### config.mk
export PLATFORM = sky130hd
export DESIGN_NAME = truth_table_probe_flat
export DESIGN_NICKNAME = d
export VERILOG_FILES = /design/src/rtl/truth_table_probe_pkg.sv /design/src/rtl/truth_table_probe_if.sv /design/src/rtl/sync2.sv /design/src/rtl/truth_table_probe.sv /design/src/flat_wrapper.sv
export SDC_FILE = /design/constraint.sdc
export NUM_CORES = 1
export LEC_CHECK = 0
export ABC_AREA = 1
export BUFFER_PORTS_ARGS = -buffer_cell sky130_fd_sc_hd__buf_2
export CAP_MARGIN = 20
export CORE_UTILIZATION = 61
export CTS_BUF_LIST = sky130_fd_sc_hd__clkbuf_8 sky130_fd_sc_hd__clkbuf_16
export CTS_CLUSTER_SIZE = 28
export DETAILED_ROUTE_END_ITERATION = 10
export GPL_TIMING_DRIVEN = 0
export PLACE_DENSITY = 0.81
export SYNTH_ARGS = -nofsm -noshare
export SYNTH_HDL_FRONTEND = slang
export SYNTH_SLANG_ARGS = --single-unit
### constraint.sdc
create_clock -name clk -period 4.1 [get_ports clk]
set_input_delay 0.82 -clock clk [delete_from_list [all_inputs] [get_ports clk]]
set_output_delay 0.82 -clock clk [all_outputs]
set_load 0.03 [all_outputs]
### src/rtl/truth_table_probe_pkg.sv
// Shared constants for the truth-table probe: state encoding, table geometry
// and the row-to-code-bit mapping.
package truth_table_probe_pkg;

  localparam int unsigned ROW_COUNT  = 8;
  localparam int unsigned CODE_WIDTH = 8;
  localparam int unsigned ROW_WIDTH  = 3;
  localparam int unsigned CNT_WIDTH  = 8;

  typedef logic [ROW_WIDTH-1:0]  row_t;
  typedef logic [CODE_WIDTH-1:0] code_t;
  typedef logic [CNT_WIDTH-1:0]  cnt_t;

  // State encoding kept as plain constants so older tools and scripts can read it.
  typedef logic [1:0] state_t;
  localparam state_t ST_IDLE   = 2'd0;
  localparam state_t ST_DRIVE  = 2'd1;
  localparam state_t ST_SAMPLE = 2'd2;
  localparam state_t ST_FINISH = 2'd3;

  localparam row_t ROW_LAST = row_t'(ROW_COUNT - 1);

  // Row 000 lands in the code MSB, row 111 in the LSB.
  localparam row_t ROW_TO_BIT_BASE = row_t'(CODE_WIDTH - 1);

  function automatic row_t row_to_bit(input row_t row);
    return ROW_TO_BIT_BASE - row;
  endfunction

endpackage

### src/rtl/truth_table_probe_if.sv
// Signal bundle between the sweep controller and whoever drives and observes it.
interface truth_table_probe_if;
  import truth_table_probe_pkg::*;

  logic  start;
  code_t expected;
  logic  dut_out;
  logic  probe_in1;
  logic  probe_in2;
  logic  probe_in3;
  logic  busy;
  logic  done;
  code_t table_code;
  logic  match;

  modport master (
    output start, expected, dut_out,
    input  probe_in1, probe_in2, probe_in3, busy, done, table_code, match
  );

  modport slave (
    input  start, expected, dut_out,
    output probe_in1, probe_in2, probe_in3, busy, done, table_code, match
  );

endinterface

### src/rtl/sync2.sv
// Two-flop synchronizer for a single asynchronous bit.
module sync2 (
  input  logic clk,
  input  logic rst,
  input  logic d,
  output logic q
);

  logic s1_q, s2_q;
  logic s1_d, s2_d;

  always_comb begin
    s1_d = d;
    s2_d = s1_q;
  end

  // NOTE: sequential state uses non-blocking assignments so every flop samples
  // the pre-edge value of its neighbours, regardless of statement order.
  always_ff @(posedge clk) begin
    if (rst) begin
      s1_q <= 1'b0;
      s2_q <= 1'b0;
    end else begin
      s1_q <= s1_d;
      s2_q <= s2_d;
    end
  end

  assign q = s2_q;

endmodule

### src/rtl/truth_table_probe.sv
// Sweeps all eight input rows of a 3-input combinational block, samples its
// synchronized response per row and compares the resulting code to a reference.
module truth_table_probe
  import truth_table_probe_pkg::*;
#(
  parameter int unsigned SETTLE_CYCLES = 4
) (
  input logic              clk,
  input logic              rst,
  truth_table_probe_if.slave bus
);

  localparam cnt_t SETTLE_LAST = cnt_t'(SETTLE_CYCLES - 1);

  state_t state_q,    state_d;
  row_t   row_q,      row_d;
  cnt_t   settle_q,   settle_d;
  code_t  expected_q, expected_d;
  code_t  table_q,    table_d;
  logic   match_q,    match_d;
  logic   done_q,     done_d;

  logic   dut_out_sync;

  sync2 u_sync2 (
    .clk (clk),
    .rst (rst),
    .d   (bus.dut_out),
    .q   (dut_out_sync)
  );

  // NOTE: every variable gets a default at the top of always_comb so no path
  // leaves it unassigned, which would otherwise infer a latch.
  always_comb begin
    state_d    = state_q;
    row_d      = row_q;
    settle_d   = settle_q;
    expected_d = expected_q;
    table_d    = table_q;
    match_d    = match_q;
    done_d     = 1'b0;

    case (state_q)
      ST_IDLE: begin
        // A start coinciding with the done pulse is refused, not queued.
        if (bus.start && !done_q) begin
          expected_d = bus.expected;
          table_d    = '0;
          match_d    = 1'b0;
          row_d      = '0;
          settle_d   = '0;
          state_d    = ST_DRIVE;
        end
      end
      ST_DRIVE: begin
        if (settle_q == SETTLE_LAST) begin
          settle_d = '0;
          state_d  = ST_SAMPLE;
        end else begin
          settle_d = settle_q + cnt_t'(1);
        end
      end
      ST_SAMPLE: begin
        table_d[row_to_bit(row_q)] = dut_out_sync;
        if (row_q == ROW_LAST) begin
          state_d = ST_FINISH;
        end else begin
          row_d   = row_q + row_t'(1);
          state_d = ST_DRIVE;
        end
      end
      ST_FINISH: begin
        match_d = (table_q == expected_q);
        done_d  = 1'b1;
        row_d   = '0;
        state_d = ST_IDLE;
      end
      default: begin
        state_d = ST_IDLE;
      end
    endcase
  end

  always_ff @(posedge clk) begin
    if (rst) begin
      state_q    <= ST_IDLE;
      row_q      <= '0;
      settle_q   <= '0;
      expected_q <= '0;
      table_q    <= '0;
      match_q    <= 1'b0;
      done_q     <= 1'b0;
    end else begin
      state_q    <= state_d;
      row_q      <= row_d;
      settle_q   <= settle_d;
      expected_q <= expected_d;
      table_q    <= table_d;
      match_q    <= match_d;
      done_q     <= done_d;
    end
  end

  logic driving;
  assign driving = (state_q == ST_DRIVE) || (state_q == ST_SAMPLE);

  assign bus.probe_in1  = driving & row_q[2];
  assign bus.probe_in2  = driving & row_q[1];
  assign bus.probe_in3  = driving & row_q[0];
  assign bus.busy       = (state_q != ST_IDLE);
  assign bus.done       = done_q;
  assign bus.table_code = table_q;
  assign bus.match      = match_q;

endmodule

### src/flat_wrapper.sv
// flat-port wrapper written by rule: the top's interface ports become plain ports
module truth_table_probe_flat import truth_table_probe_pkg::*;
#(
  parameter int unsigned SETTLE_CYCLES = 4
)
  (clk, rst, bus_start, bus_expected, bus_dut_out, bus_probe_in1, bus_probe_in2, bus_probe_in3, bus_busy, bus_done, bus_table_code, bus_match);
  truth_table_probe_if bus_i ();
  input logic clk;
  input logic rst;
  input wire logic [$bits(bus_i.start)-1:0] bus_start;
  input wire logic [$bits(bus_i.expected)-1:0] bus_expected;
  input wire logic [$bits(bus_i.dut_out)-1:0] bus_dut_out;
  output wire logic [$bits(bus_i.probe_in1)-1:0] bus_probe_in1;
  output wire logic [$bits(bus_i.probe_in2)-1:0] bus_probe_in2;
  output wire logic [$bits(bus_i.probe_in3)-1:0] bus_probe_in3;
  output wire logic [$bits(bus_i.busy)-1:0] bus_busy;
  output wire logic [$bits(bus_i.done)-1:0] bus_done;
  output wire logic [$bits(bus_i.table_code)-1:0] bus_table_code;
  output wire logic [$bits(bus_i.match)-1:0] bus_match;
  assign bus_i.start = bus_start;
  assign bus_i.expected = bus_expected;
  assign bus_i.dut_out = bus_dut_out;
  assign bus_probe_in1 = bus_i.probe_in1;
  assign bus_probe_in2 = bus_i.probe_in2;
  assign bus_probe_in3 = bus_i.probe_in3;
  assign bus_busy = bus_i.busy;
  assign bus_done = bus_i.done;
  assign bus_table_code = bus_i.table_code;
  assign bus_match = bus_i.match;
  truth_table_probe #(.SETTLE_CYCLES(SETTLE_CYCLES)) u_core (.clk(clk), .rst(rst), .bus(bus_i));
endmodule
# Yosys cells after proc, flatten, opt, wreduce, memory -nomap -nowiden
# Cells that the tools add are included.
[classes]
n_addsub = 3
magnitude_cmp = 2
eq_ne = 9
n_mux = 17
bitwise = 3
reduce_logical = 16
[op_table]
columns = ["operator", "n"]
rows = [
  ["$pmux 8 s2", 2],
  ["$mux 8", 2],
  ["$reduce_and 2->1", 5],
  ["$pmux 3 s3", 1],
  ["$add 8x1->8 const B", 1],
  ["$bwmux 8", 1],
  ["$eq 8x2->1 const B", 1],
  ["$eq 8x8->1", 1],
  ["$pmux 2 s4", 1],
  ["$reduce_bool 2->1", 4],
  ["$mux 2", 3],
  ["$mux 3", 2],
  ["$eq 2x2->1 const B", 2],
  ["$lt 3x4->1 const B", 1],
  ["$ne 2x1->1 const B", 2],
  ["$add 3x1->3 const B", 1],
  ["$and 1x1->1", 3],
  ["$demux 1 s3", 1],
  ["$eq 3x3->1 const B", 1],
  ["$ge 3x1->1 const B", 1],
  ["$mux 1", 3],
  ["$reduce_and 3->1", 1],
  ["$reduce_bool 3->1", 1],
  ["$sub 3x3->3 const A", 1],
  ["7 further kinds", 8],
]
[totals]
register_bits = 33
out_inout_bits = 14
elab_cells = 59

# Longest topological paths before layout
[depth]
word_depth = 7
mapped_depth = 10
mapped_depth_nobuf = 9

# Cells and area by module
# Synthesis repeated with hierarchy kept, for this count alone.
[unflattened]
hier_cells = 247
area_unflattened_um2 = 1725.4
[modules_own_cells]
columns = ["module", "n_inst", "cells_per_inst", "area_each_um2", "seq_area_each_um2"]
rows = [
  ["truth_table_probe", 1, 241, 1670.4, 620.6],
  ["sync2", 1, 6, 55.1, 40.0],
]

# Worst setup path after synthesis
# Ideal clock, no wire load.
[synth_path]
path_kind = "register to output"
from = "register u_core.state_q[1]"
to = "output port bus_probe_in3"
arrival_time_ps = 1012
required_time_ps = 3280
setup_slack_ps = 2268
path_stages_with_launch = 5
cell_sequence = "dfxtp_1 > inv_1 > ha_1 > nand2_1 > inv_1"
[synth_via]
elab_chain_cells = 3
elab_cells_between_ends = 4
[synth_lines]
columns = ["item", "line", "rtl"]
rows = [
  ["from (decl)", "truth_table_probe.sv:15", "state_t state_q, state_d;"],
  ["from (signal assigned)", "truth_table_probe.sv:94", "state_q <= state_d;"],
  ["$eq 2x1->1 or $eq 2x2->1 (tied branches)", "truth_table_probe.sv:105", "assign driving = (state_q == ST_DRIVE) || (state_q == ST_SAMPLE);"],
  ["$logic_or 1x1->1 *", "truth_table_probe.sv:105", ""],
  ["$and 1x1->1 *", "truth_table_probe.sv:109", "assign bus.probe_in3 = driving & row_q[0];"],
  ["to (decl)", "flat_wrapper.sv:15", "output wire logic [$bits(bus_i.probe_in3)-1:0] bus_probe_in3;"],
]
# Mark *: on every way between the ends. The rest lies on a longest branch, timed or not.

# Worst setup path in the final report
[layout_path]
from = "register u_core.state_q[1]"
to = "output port bus_busy"
[layout_via]
elab_chain_cells = 1
[layout_lines]
columns = ["item", "line", "rtl"]
rows = [
  ["$reduce_bool 2->1", "truth_table_probe.sv:110", "assign bus.busy = (state_q != ST_IDLE);"],
  ["to (decl)", "flat_wrapper.sv:16", "output wire logic [$bits(bus_i.busy)-1:0] bus_busy;"],
]
# No other way between the ends.

==> results.ini <==
[run_status]
status=completed

[setup_path]
critPathKind=flop to output pin
cp-end-kind=output pin
worst_ep_required_time_ns=3.28
path_max_fanout=6
crit_arrival_ns=1.44
critPathLaunchType=flop

[timing]
fin_setup_tns_ns=0
relSlewSlack_pct=71.0
max_freq_mhz=442
whs_ns=0.408
slew_violations=0
worstMarginPinSlew_ns=0.434
finClkSkew_ns=0.00464
fin_crit_ns=2.26
setup_viol=0
rsz0062_at_grt=false
fin_crit_sh_pct=55.2
hold_violations=0

[logic_synthesis]
yosys_warnings=0
synthCells=253
synth_area_leaders=dfxtp_1, nand2_1, inv_1, ha_1, o21ai_0
synth-edff-count=0
synthFlopType=dfxtp_1
async_reset_ff_share_pct=0
synth_area_mm2=0.00182
syn-num-nets=273
synth_cell_types=26
synth_top_area_share_pct=36.3
ys_seq_area_share_pct=36.3
synth_top_area_cell=dfxtp_1
synth_area_per_cell_um2=7.20
ys_seq_elements=33

[placed_design]
place_congestion=0.801
place_hpwl_um=2600
io_buffers=24
dpl_cell_area_mm2=0.00198

[cts]
clock-root-buffer=clkbuf_8
cts_buffers=5
htree_levels=2
clock_path_buffers=2
path_clk_slew_ns=0.06
clk_latency_ns=0.29
post_cts.repair.setup_buffers=0
cts_tree=built
clock-sinks=33
cts_hold_buf=0
ctsResizeCount=0

[layout]
fill_cells=229
final_nets=304
layout_commonest_cell=nand2_1
stdcell_area_mm2=0.00210
drive_above_1_share_pct=21.8
final_cell_mix=nand2_1, inv_1, dfxtp_1, buf_2, o21ai_0
n_antenna_cell=0
area_growth_pct=15.1
multi_input_area_um2=941
seqCellArea_um2=661

[routing]
drt_pass1_iterations=4
wire_per_inst_um=11.7
met2_wirelength_um=1700
drt-total-wl_um=3700
vias_per_cell=5.13
drtIter0Drc=88
drt-met1-wl_um=1790
drc=0
wl_met3_um=114
highest_layer=met4
dr_total_vias=1621
postRouteAntennaNets=0

[pwr]
clkPwrFrac_pct=26.9
p_seq_share_pct=35.2
power_switching_w=0.000465
comb_power_share_pct=37.9
peakVddDrop_uv=434
switching_share_pct=39.5
power_leakage_nw=0.945
powerDensity_mw_per_mm2=561
p_int_w=0.000711

[grt]
grt_usage_pct=24.7
grt_pass1_vias=1389
antenna_found_initial=0
grt-ovfl-total=0
grt_max_degree=11
grt_pass1_wl_um=6050

[hold_path]
hold_path.class=flop to flop

[floorplan]
core_mm2=0.00278
start_util_pct=65.5
die_h_um=56.6
ios=26
die_w_um=56.6
die-area_mm2=0.00321
rows=19

[flow_run]
cap_violations=0

==> logic make-up (layout without fill, tap and decap cells) <==
group                    count (synthesis)  count (layout)  synth area share, %
AND/OR/NAND/NOR                        111             111                 27.8
AO/OA/AOI/OAI                           50              50                 16.5
buffers and inverters                   47              79                 12.0
flip-flops                              33              33                 36.3
adder cells (fa/ha/maj)                  8               8                 5.50
XOR/XNOR                                 4               4                 1.92
==> metrics by stage <==
| step | instances | total power, W | util [%] | setup slack, ns |
|---|---|---|---|---|
| floorplan | 253 | 0.000768 | - | 2.27 |
| global placement | 308 | 0.000856 | 71.2 | 2.16 |
| CTS | 316 | 0.00118 | 75.3 | 1.84 |
| global route | 316 | 0.00126 | 75.3 | 1.76 |
| finish | 316 | 0.00118 | 75.3 | 1.84 |
| detailed placement | 308 | 0.000864 | 71.2 | 2.15 |
==> Yosys cell counts, types with 4 or more instances <==
| cell type | count |
|---|---|
| o21ai_0 | 20 |
| a21oi_2 | 8 |
| a21oi_1 | 18 |
| dfxtp_1 | 33 |
| nor2_1 | 19 |
| ha_1 | 8 |
| nor3_1 | 9 |
| inv_1 | 38 |
| nand2_1 | 59 |
| xor2_1 | 4 |
| nand3_1 | 9 |
| nand2_2 | 8 |
==> routing by layer <==
layer	up-vias	GRT usage, %
met2	29	36.1
li1	867	-
met4	0	13.2
met5	-	0
met1	716	34.5
met3	9	4.38
==> worst paths after layout <==
check        slack, ns  cells after the start           startpoint                  to
max               1.84                      5    u_core.state_q[1]            bus_busy
min               0.41                      2  u_core.u_sync2.s1_q    u_core.u_sync2.q
max reg2reg       2.51                      7    u_core.state_q[1]  u_core.settle_q[2]
min reg2reg       0.41                      2  u_core.u_sync2.s1_q    u_core.u_sync2.q
==> flip-flops by register name, indices dropped and copies added, names as in the netlist <==
signal / cells
u_core.expected_q: 8
u_core.state_q: 2
u_core.u_sync2.q: 1
u_core.row_q: 3
u_core.bus.match: 1
u_core.bus.done: 1
u_core.settle_q: 8
u_core.bus.table_code: 8
u_core.u_sync2.s1_q: 1
==> area by class of cell <==
| cell class | count | area share (%) |
|---|---|---|
| tap | 31 | 1.85 |
| clock inverter | 2 | 1.61 |
| timing repair buffer | 24 | 5.73 |
| multi-input combinational | 173 | 44.9 |
| clock buffer | 6 | 3.94 |
| buffer | 6 | 3.10 |
| inverter | 41 | 7.34 |
| sequential | 33 | 31.5 |
==> power groups by stage <==
stage	registers [W]	clock network, W	logic, W
6_report	0.000413	0.000317	0.000446
5_1_grt	0.000420	0.000331	0.000507
4_1_cts	0.000413	0.000320	0.000448
3_5_place_dp	0.000421	0	0.000443
3_3_place_gp	0.000418	0	0.000438
2_1_floorplan	0.000411	0	0.000357
==> worst max-delay path: stages (launching register included) <==
cell	delay, ns
dfxtp_1	0.41
inv_1	0.11
ha_1	0.20
buf_6	0.14
inv_1	0.09
buf_2	0.20
No activity file was read; power rests on OpenSTA's default activity.
